$ cat src/rtl/dlx_mem_pkg.sv
// Shared types and encodings for the DLX memory-access sequencer.
package dlx_mem_pkg;

  typedef enum logic [2:0] {
    IDLE,
    ST_LD,
    WR,
    RD,
    RD_OUT,
    DONE,
    ERR
  } state_t;

  localparam logic [1:0] SZ_BYTE = 2'b00;
  localparam logic [1:0] SZ_HALF = 2'b01;
  localparam logic [1:0] SZ_WORD = 2'b10;
  localparam logic [1:0] SZ_RSVD = 2'b11;

  localparam int TIMEOUT_DEF = 15;

  typedef struct packed {
    logic       busy;
    logic       done;
    logic       err;
    logic       mem_read;
    logic       mem_write;
    logic       mdr_load;
    logic       mdr_oe;
    logic       mdr_src;
    logic [3:0] byte_en;
  } ctrl_out_t;

endpackage

$ cat src/rtl/dlx_mem_be_dec.sv
// Big-endian byte-lane decode from access size and address low bits.
module dlx_mem_be_dec
  import dlx_mem_pkg::*;
(
  input  logic [1:0] size,
  input  logic [1:0] addr_lo,
  output logic [3:0] byte_en,
  output logic       misaligned
);

  // misaligned also flags the reserved size, so callers see one reject bit.
  always_comb begin
    byte_en    = 4'b0000;
    misaligned = 1'b0;
    case (size)
      SZ_BYTE: byte_en = 4'b1000 >> addr_lo;
      SZ_HALF: begin
        byte_en    = addr_lo[1] ? 4'b0011 : 4'b1100;
        misaligned = addr_lo[0];
      end
      SZ_WORD: begin
        byte_en    = 4'b1111;
        misaligned = |addr_lo;
      end
      default: misaligned = 1'b1;
    endcase
  end

endmodule

$ cat src/rtl/dlx_mem_ctrl.sv
// Load/store sequencer: orders MDR capture, memory strobes and S2 drive,
// with alignment check and a bounded wait for mem_rdy.
module dlx_mem_ctrl
  import dlx_mem_pkg::*;
#(
  parameter int TIMEOUT = TIMEOUT_DEF,
  parameter int CW      = 4
) (
  input  logic       clk,
  input  logic       reset,
  input  logic       req,
  input  logic       we,
  input  logic [1:0] size,
  input  logic [1:0] addr_lo,
  input  logic       mem_rdy,
  output logic       busy,
  output logic       done,
  output logic       err,
  output logic       MemRead,
  output logic       MemWrite,
  output logic       MDRload,
  output logic       MDRoeS2,
  output logic       mdr_src,
  output logic [3:0] byte_en
);

  localparam logic [CW-1:0] LAST_WAIT = CW'(TIMEOUT - 1);

  state_t        state;
  logic [CW-1:0] wait_cnt;
  logic [3:0]    be_q;
  logic [3:0]    be_dec;
  logic          misaligned;
  ctrl_out_t     o;

  dlx_mem_be_dec u_be_dec (
    .size      (size),
    .addr_lo   (addr_lo),
    .byte_en   (be_dec),
    .misaligned(misaligned)
  );

  // Moore outputs for a state, loaded into o alongside the state register.
  function automatic ctrl_out_t outs_of(state_t s, logic [3:0] be);
    ctrl_out_t r;
    r      = '0;
    r.busy = (s != IDLE);
    case (s)
      ST_LD: begin
        r.mdr_load = 1'b1;
        r.mdr_src  = 1'b1;
      end
      WR: begin
        r.mem_write = 1'b1;
        r.byte_en   = be;
      end
      RD: begin
        r.mem_read = 1'b1;
        r.byte_en  = be;
      end
      RD_OUT:  r.mdr_oe = 1'b1;
      DONE:    r.done   = 1'b1;
      ERR:     r.err    = 1'b1;
      default: r        = '0;
    endcase
    return r;
  endfunction

  always_ff @(posedge clk) begin
    if (reset) begin
      state    <= IDLE;
      wait_cnt <= '0;
      o        <= '0;
    end else begin
      case (state)
        IDLE: begin
          if (req) begin
            be_q     <= be_dec;
            wait_cnt <= '0;
            if (misaligned) begin
              state <= ERR;
              o     <= outs_of(ERR, be_dec);
            end else if (we) begin
              state <= ST_LD;
              o     <= outs_of(ST_LD, be_dec);
            end else begin
              state <= RD;
              o     <= outs_of(RD, be_dec);
            end
          end
        end
        ST_LD: begin
          state <= WR;
          o     <= outs_of(WR, be_q);
        end
        WR: begin
          // mem_rdy is checked first so a last-chance completion is not aborted.
          if (mem_rdy) begin
            state <= DONE;
            o     <= outs_of(DONE, be_q);
          end else if (wait_cnt == LAST_WAIT) begin
            state <= ERR;
            o     <= outs_of(ERR, be_q);
          end else begin
            wait_cnt <= wait_cnt + 1'b1;
          end
        end
        RD: begin
          if (mem_rdy) begin
            state <= RD_OUT;
            o     <= outs_of(RD_OUT, be_q);
          end else if (wait_cnt == LAST_WAIT) begin
            state <= ERR;
            o     <= outs_of(ERR, be_q);
          end else begin
            wait_cnt <= wait_cnt + 1'b1;
          end
        end
        RD_OUT: begin
          state <= DONE;
          o     <= outs_of(DONE, be_q);
        end
        DONE, ERR: begin
          state <= IDLE;
          o     <= outs_of(IDLE, be_q);
        end
        default: begin
          state <= IDLE;
          o     <= '0;
        end
      endcase
    end
  end

  assign busy     = o.busy;
  assign done     = o.done;
  assign err      = o.err;
  assign MemRead  = o.mem_read;
  assign MemWrite = o.mem_write;
  assign MDRoeS2  = o.mdr_oe;
  assign mdr_src  = o.mdr_src;
  assign byte_en  = o.byte_en;
  // Load data is captured in the same cycle memory reports it valid.
  assign MDRload  = o.mdr_load | ((state == RD) & mem_rdy);

  always_ff @(posedge clk) begin
    if (!reset) begin
      assert ($onehot0({MemRead, MemWrite, MDRoeS2}));
    end
  end

endmodule
$ cat config.mk
export PLATFORM = sky130hd
export DESIGN_NAME = dlx_mem_ctrl
export DESIGN_NICKNAME = d
export VERILOG_FILES = /design/src/rtl/dlx_mem_pkg.sv /design/src/rtl/dlx_mem_be_dec.sv /design/src/rtl/dlx_mem_ctrl.sv
export SDC_FILE = /design/constraint.sdc
export NUM_CORES = 1
export LEC_CHECK = 0
export CAP_MARGIN = 40
export CORE_AREA = 3 3 49 63
export DETAILED_ROUTE_END_ITERATION = 7
export DIE_AREA = 0 0 52 66
export PLACE_DENSITY = 0.69
export SYNTH_ARGS = -nofsm -noshare
export SYNTH_HDL_FRONTEND = slang
export SYNTH_SLANG_ARGS = --single-unit
$ cat constraint.sdc
create_clock -name clk -period 1.82 [get_ports clk]
set_clock_uncertainty 0.05 [all_clocks]
set_input_delay 0.546 -clock clk [delete_from_list [all_inputs] [get_ports clk]]
set_output_delay 0.546 -clock clk [all_outputs]
set_load 0.02 [all_outputs]
# --- Word level (Yosys, flattened, before mapping) ---
# Index checks and enable logic that the tools add are counted.
classes:
  mux: 21
  n_bitwise: 3
  n_shift: 1
  n_eq_ne: 10
  addsub: 1
  n_div: 0
  n_lt_le_gt_ge: 0
  n_mul: 0
  n_reduce_logical: 7
ops:
  columns: ["operator", "n"]
  rows:
  - ["$pmux 12 s5", 1]
  - ["$mux 12", 4]
  - ["$mux 4", 4]
  - ["$mux 3", 5]
  - ["$pmux 3 s5", 1]
  - ["$pmux 4 s3", 1]
  - ["$mux 10", 1]
  - ["$mux 9", 1]
  - ["$pmux 4 s2", 1]
  - ["$eq 3x2->1 const B", 2]
  - ["$ne 2x2->1 const B", 3]
  - ["$add 4x1->4 const B", 1]
  - ["$eq 4x4->1 const B", 1]
  - ["$reduce_and 4->1", 1]
  - ["$reduce_or 2->1", 2]
  - ["$shr 4x2->4 const A", 1]
  - ["$eq 3x1->1 const B", 1]
  - ["$eq 3x3->1 const B", 1]
  - ["$logic_not 3->1", 1]
  - ["$pmux 1 s3", 1]
  - ["$reduce_and 3->1", 1]
  - ["$eq 2x1->1 const B", 1]
  - ["$eq 2x2->1 const B", 1]
  - ["$logic_not 2->1", 1]
  - ["5 further kinds", 5]
word_totals:
  latchBits: 0
  ram_bits: 0
  output_inout_bits: 12
  register_bits: 23
  word_cells: 55
  mem_count: 0
  mem_bits_ro: 0
  input_bits: 9

# --- Longest topological paths before layout ---
depth:
  depth_word: 6
  mapped_depth: 6
  ltp_nobuf: 6

# --- Cells and area by module ---
# From an unflattened synthesis, not the netlist that was laid out.
unflattened:
  hier_cells: 122
  hier_area_um2: 1173.6
by_module_without_submodules:
  columns: ["module", "cells_per_inst", "area_per_inst_um2", "instances", "seq_area_each_um2"]
  rows:
  - ["dlx_mem_ctrl", 111, 1112.3, 1, 500.5]
  - ["dlx_mem_be_dec", 11, 61.3, 1, 0.0]

# --- Least setup slack after synthesis ---
# No wires, ideal clock.
synth_path:
  path_kind: "in2reg"
  from: "input port req"
  to: "register wait_cnt[3]"
  setup_ps: 70
  n_path_buf: 0
  cell_stages: 4
  arrival_ps: 1631
  t_required_ps: 1700
  setup_slack_ps: 70
  path_cell_list: "or4b_4 > a21boi_4 > or3_1 > a21oi_1"
synth_via:
  elab_chain_cells: 2
synth_lines:
  columns: ["item", "line", "source"]
  rows:
  - ["from (decl)", "dlx_mem_ctrl.sv:11", "input logic req,"]
  - ["$ne 2x2->1 (no source line)", null, null]
  - ["$reduce_and 4->1 (no source line)", null, null]
  - ["to (signal assigned)", "dlx_mem_ctrl.sv:105", "wait_cnt <= wait_cnt + 1'b1;"]
  - ["to (signal assigned)", "dlx_mem_ctrl.sv:116", "wait_cnt <= wait_cnt + 1'b1;"]
  - ["to (decl)", "dlx_mem_ctrl.sv:30", "logic [CW-1:0] wait_cnt;"]
# No other way between the ends.
# A chain may end at the register's enable or synchronous reset.

# --- Worst setup path in the final report ---
layout_path:
  from: "register state[2]"
  to: "output port MDRload"
layout_via:
  elab_chain_cells: 3
layout_lines:
  columns: ["item", "line", "source"]
  rows:
  - ["from (decl)", "dlx_mem_ctrl.sv:29", "state_t state;"]
  - ["from (signal assigned)", "dlx_mem_ctrl.sv:71", "state <= IDLE;"]
  - ["from (signal assigned)", "dlx_mem_ctrl.sv:81", "state <= ERR;"]
  - ["from (signal assigned)", "dlx_mem_ctrl.sv:84", "state <= ST_LD;"]
  - ["$eq 3x2->1", "dlx_mem_ctrl.sv:144", "assign MDRload = o.mdr_load | ((state == RD) & mem_rdy);"]
  - ["$and 1x1->1", "dlx_mem_ctrl.sv:144", null]
  - ["$or 1x1->1", "dlx_mem_ctrl.sv:144", null]
  - ["to (decl)", "dlx_mem_ctrl.sv:21", "output logic MDRload,"]
# No other way between the ends.

==> reports/qor.csv <==
stage,metric,value,unit
sta,max_freq,559.7,MHz
power_and_ir_drop,powerDensity,992.7,nW/um2
setup_path,worst_path_largest_cell_delay,350,ps
die,die_w,52,um
power_and_ir_drop,vdd_ir_drop_max,0.0006167,V
global_routing,grt_max_degree,14,
finish,utilization,0.6503,
clock_network,hold_buffers,0,
sta,period_needed,1787,ps
global_routing,grt_overflow,0,
synth,ys_types,42,
outcome,status,"complete, no violations",
drt,wl_per_cell,13.95,um
synth,ys_warn_count,0,
clock_network,cts_tree,built,
setup_path,crit_slowest_cell,dfxtp_2,
sta,setup_viol,0,
synth,synth_fp_nets,134,
sta,worst_slack,33.46,ps
setup_path,path_buf_inv,1,
sta,worst_pin_slew,425.4,ps
sta,holdWs,409.7,ps
synth,synth_top_family_by_area,compound AO/OA/AOI/OAI gates,
synth,synth_top_area_share,0.3279,
setup_path,critPathTopFamily,simple AND/OR/NAND/NOR gates,
global_routing,antenna_found_initial,0,
placement,pre_cts_ws,-609.5,ps
die,core-area,2601,um2
clock_network,root_buffer,clkbuf_4,
run,max-cap-violations,0,
setup_path,cp_max_fo,2,
power_and_ir_drop,leakage,0.7475,nW
finish,final_cell_mix,"buf_4, dfxtp_1, a21oi_1, dlygate4sd2_1, nor2_1",
clock_network,clk_latency,300,ps
placement,placed_area,1587,um2
sta,maxSlewHeadroom,0.7138,
finish,n_fill_cell,221,
synth,synthFlopType,dfxtp_1,
clock_network,clk_pin_slew,120,ps
synth,avgSynthCellArea,9.430,um2
drt,drtAntennaViolNets,0,
drt,dr.pass1.iters,4,
global_routing,grt_pass1_wl,4581,um
drt,num_vias,1088,
synth,ys_seq_area_frac,0.4315,
die,dieHeight,66,um
sta,slew_viol_final,0,
global_routing,grt_pass1_vias,1016,
finish,fin_area,1692,um2
drt,drt_iter0_drc,14,
sta,grt_setup_unrepaired,true,
synth,synth.ff_latch_count,23,
synth,synth_area_leaders,"dfxtp_1, edfxtp_1, a21oi_1",
synth,synth-simple-area-share,0.2114,
synth,synthAdderAreaFrac,0.02157,
placement,io_buffer_count,20,
sta,fin_tns_setup,0,ps
synth,synthMuxAreaShare,0.01726,
drt,vias_per_cell,5.231,
setup_path,required,1220,ps
finish,area_delta_synth_final,45.85,%
clock_network,cts.path.max_buffers,2,
drt,finalWirelength,2902,um
synth,synth_area_leader_cell,dfxtp_1,
drt,drcViolationCount,0,
finish,mostFrequentLayoutCell,buf_4,
synth,synth_edf_count,4,
min_path,hp-class,reg2reg,
setup_path,end_kind,output pin,
synth,syn_inst,123,
clock_network,cts.sink_count,23,
finish,nNetsFinal,186,
synth,syn-cell-area,1160,um2
clock_network,htree_levels,1,
sta,period_share,0.9816,
power_and_ir_drop,power.total,1.679,mW
setup_path,setup.worst_path.class,reg2out,
die,ioPinCount,21,
synth,ys_async_sr_fraction,0,
placement,dp.cells,200,
finish,antenna_cells,0,
sta,hold_viol_final,0,
synth,synth-compound-area-share,0.2492,
global_routing,track_usage,0.1769,
setup_path,path_cells,and2b_1 -> nand3_2 -> nand2b_1 -> buf_6,
placement,dpl.hpwl,2182,um
placement,gp_congestion,0.8641,
finish,instances_no_fill,208,
die,start_util,0.4459,
die,die_area,3432,um2
clock_network,cts_buffers,3,
die,rows,21,
setup_path,cp-start-kind,register,
finish,drive_above_1_share,0.3103,
setup_path,cp_data_arrival_time,1190,ps
synth,synth-xor-area-share,0.007551,
layout make-up:
| type | instances | area, um2 | share of cell area |
|---|---|---|---|
| sequential | 23 | 503.0 | 0.2973 |
| inverter | 4 | 15.01 | 0.008876 |
| tap | 34 | 42.54 | 0.02515 |
| clock buffer | 4 | 26.28 | 0.01553 |
| timing repair buffer | 56 | 479.2 | 0.2833 |
| multi-input combinational | 87 | 625.6 | 0.3698 |
worst reg2reg max path: stages (launching register included):
cell	delay, ps
dfxtp_2	350
buf_6	130
or2_4	240
or3_4	360
nor4_4	370
a221o_1	220
report_power, final:
part / switching (mW) / internal, mW / total [mW]
Sequential: 0.0505 / 0.599 / 0.649
Clock: 0.146 / 0.0853 / 0.231
Combinational: 0.374 / 0.425 / 0.799
state kept, by name, indices dropped and copies added (netlist names):
signal,count
o,1
done,1
MemWrite,1
busy,1
MemRead,1
wait_cnt,4
state,3
be_q,4
mdr_src,1
byte_en,4
err,1
MDRoeS2,1
Yosys cell counts, drive strengths merged (3+ instances only):
library cell,n
nor2,11
clkbuf,4
nand2b,5
or3,3
and2,4
inv,4
dfxtp,19
o21ai,6
nor3,3
a221o,4
buf,5
a21oi,17
edfxtp,4
per-layer routing:
| layer | GRT usage | share of wire | wire length [um] | vias to the layer above |
|---|---|---|---|---|
| met5 | 0 | 0 | 0 | - |
| met4 | 0.04918 | 0.0055 | 16 | 0 |
| met3 | 0.02032 | 0.030 | 87 | 2 |
| met2 | 0.3160 | 0.54 | 1553 | 22 |
| met1 | 0.2183 | 0.43 | 1245 | 517 |
| li1 | - | - | - | 547 |
logic make-up (layout without fill, tap and decap cells):
logic type	after synthesis	in the layout
AO/OA/AOI/OAI	42	42
XOR/XNOR	1	1
adder cells (fa/ha/maj)	2	2
buffers and inverters	13	64
flip-flops	23	23
multiplexers	2	2
AND/OR/NAND/NOR	40	40
timing repair:
action,4_1_cts,5_1_grt
resized for setup,23,11
endpoints found under the setup margin,26,14
pin swaps,2,3
buffers inserted,1,3
path summary, 6_finish.rpt:
kind                                       startpoint                 endpoint  slack, ps  cells past startpoint
worst max-delay path            state[2]$_SDFFE_PP0P_                  MDRload         30                      4
worst min-delay path            MemWrite$_SDFFE_PP0P_    MemWrite$_SDFFE_PP0P_        410                      1
worst min register to register  MemWrite$_SDFFE_PP0P_    MemWrite$_SDFFE_PP0P_        410                      1
worst max register to register  state[1]$_SDFFE_PP0P_  byte_en[1]$_SDFFE_PP0P_         50                      5
Note: power is estimated with default switching activity, not from simulation.
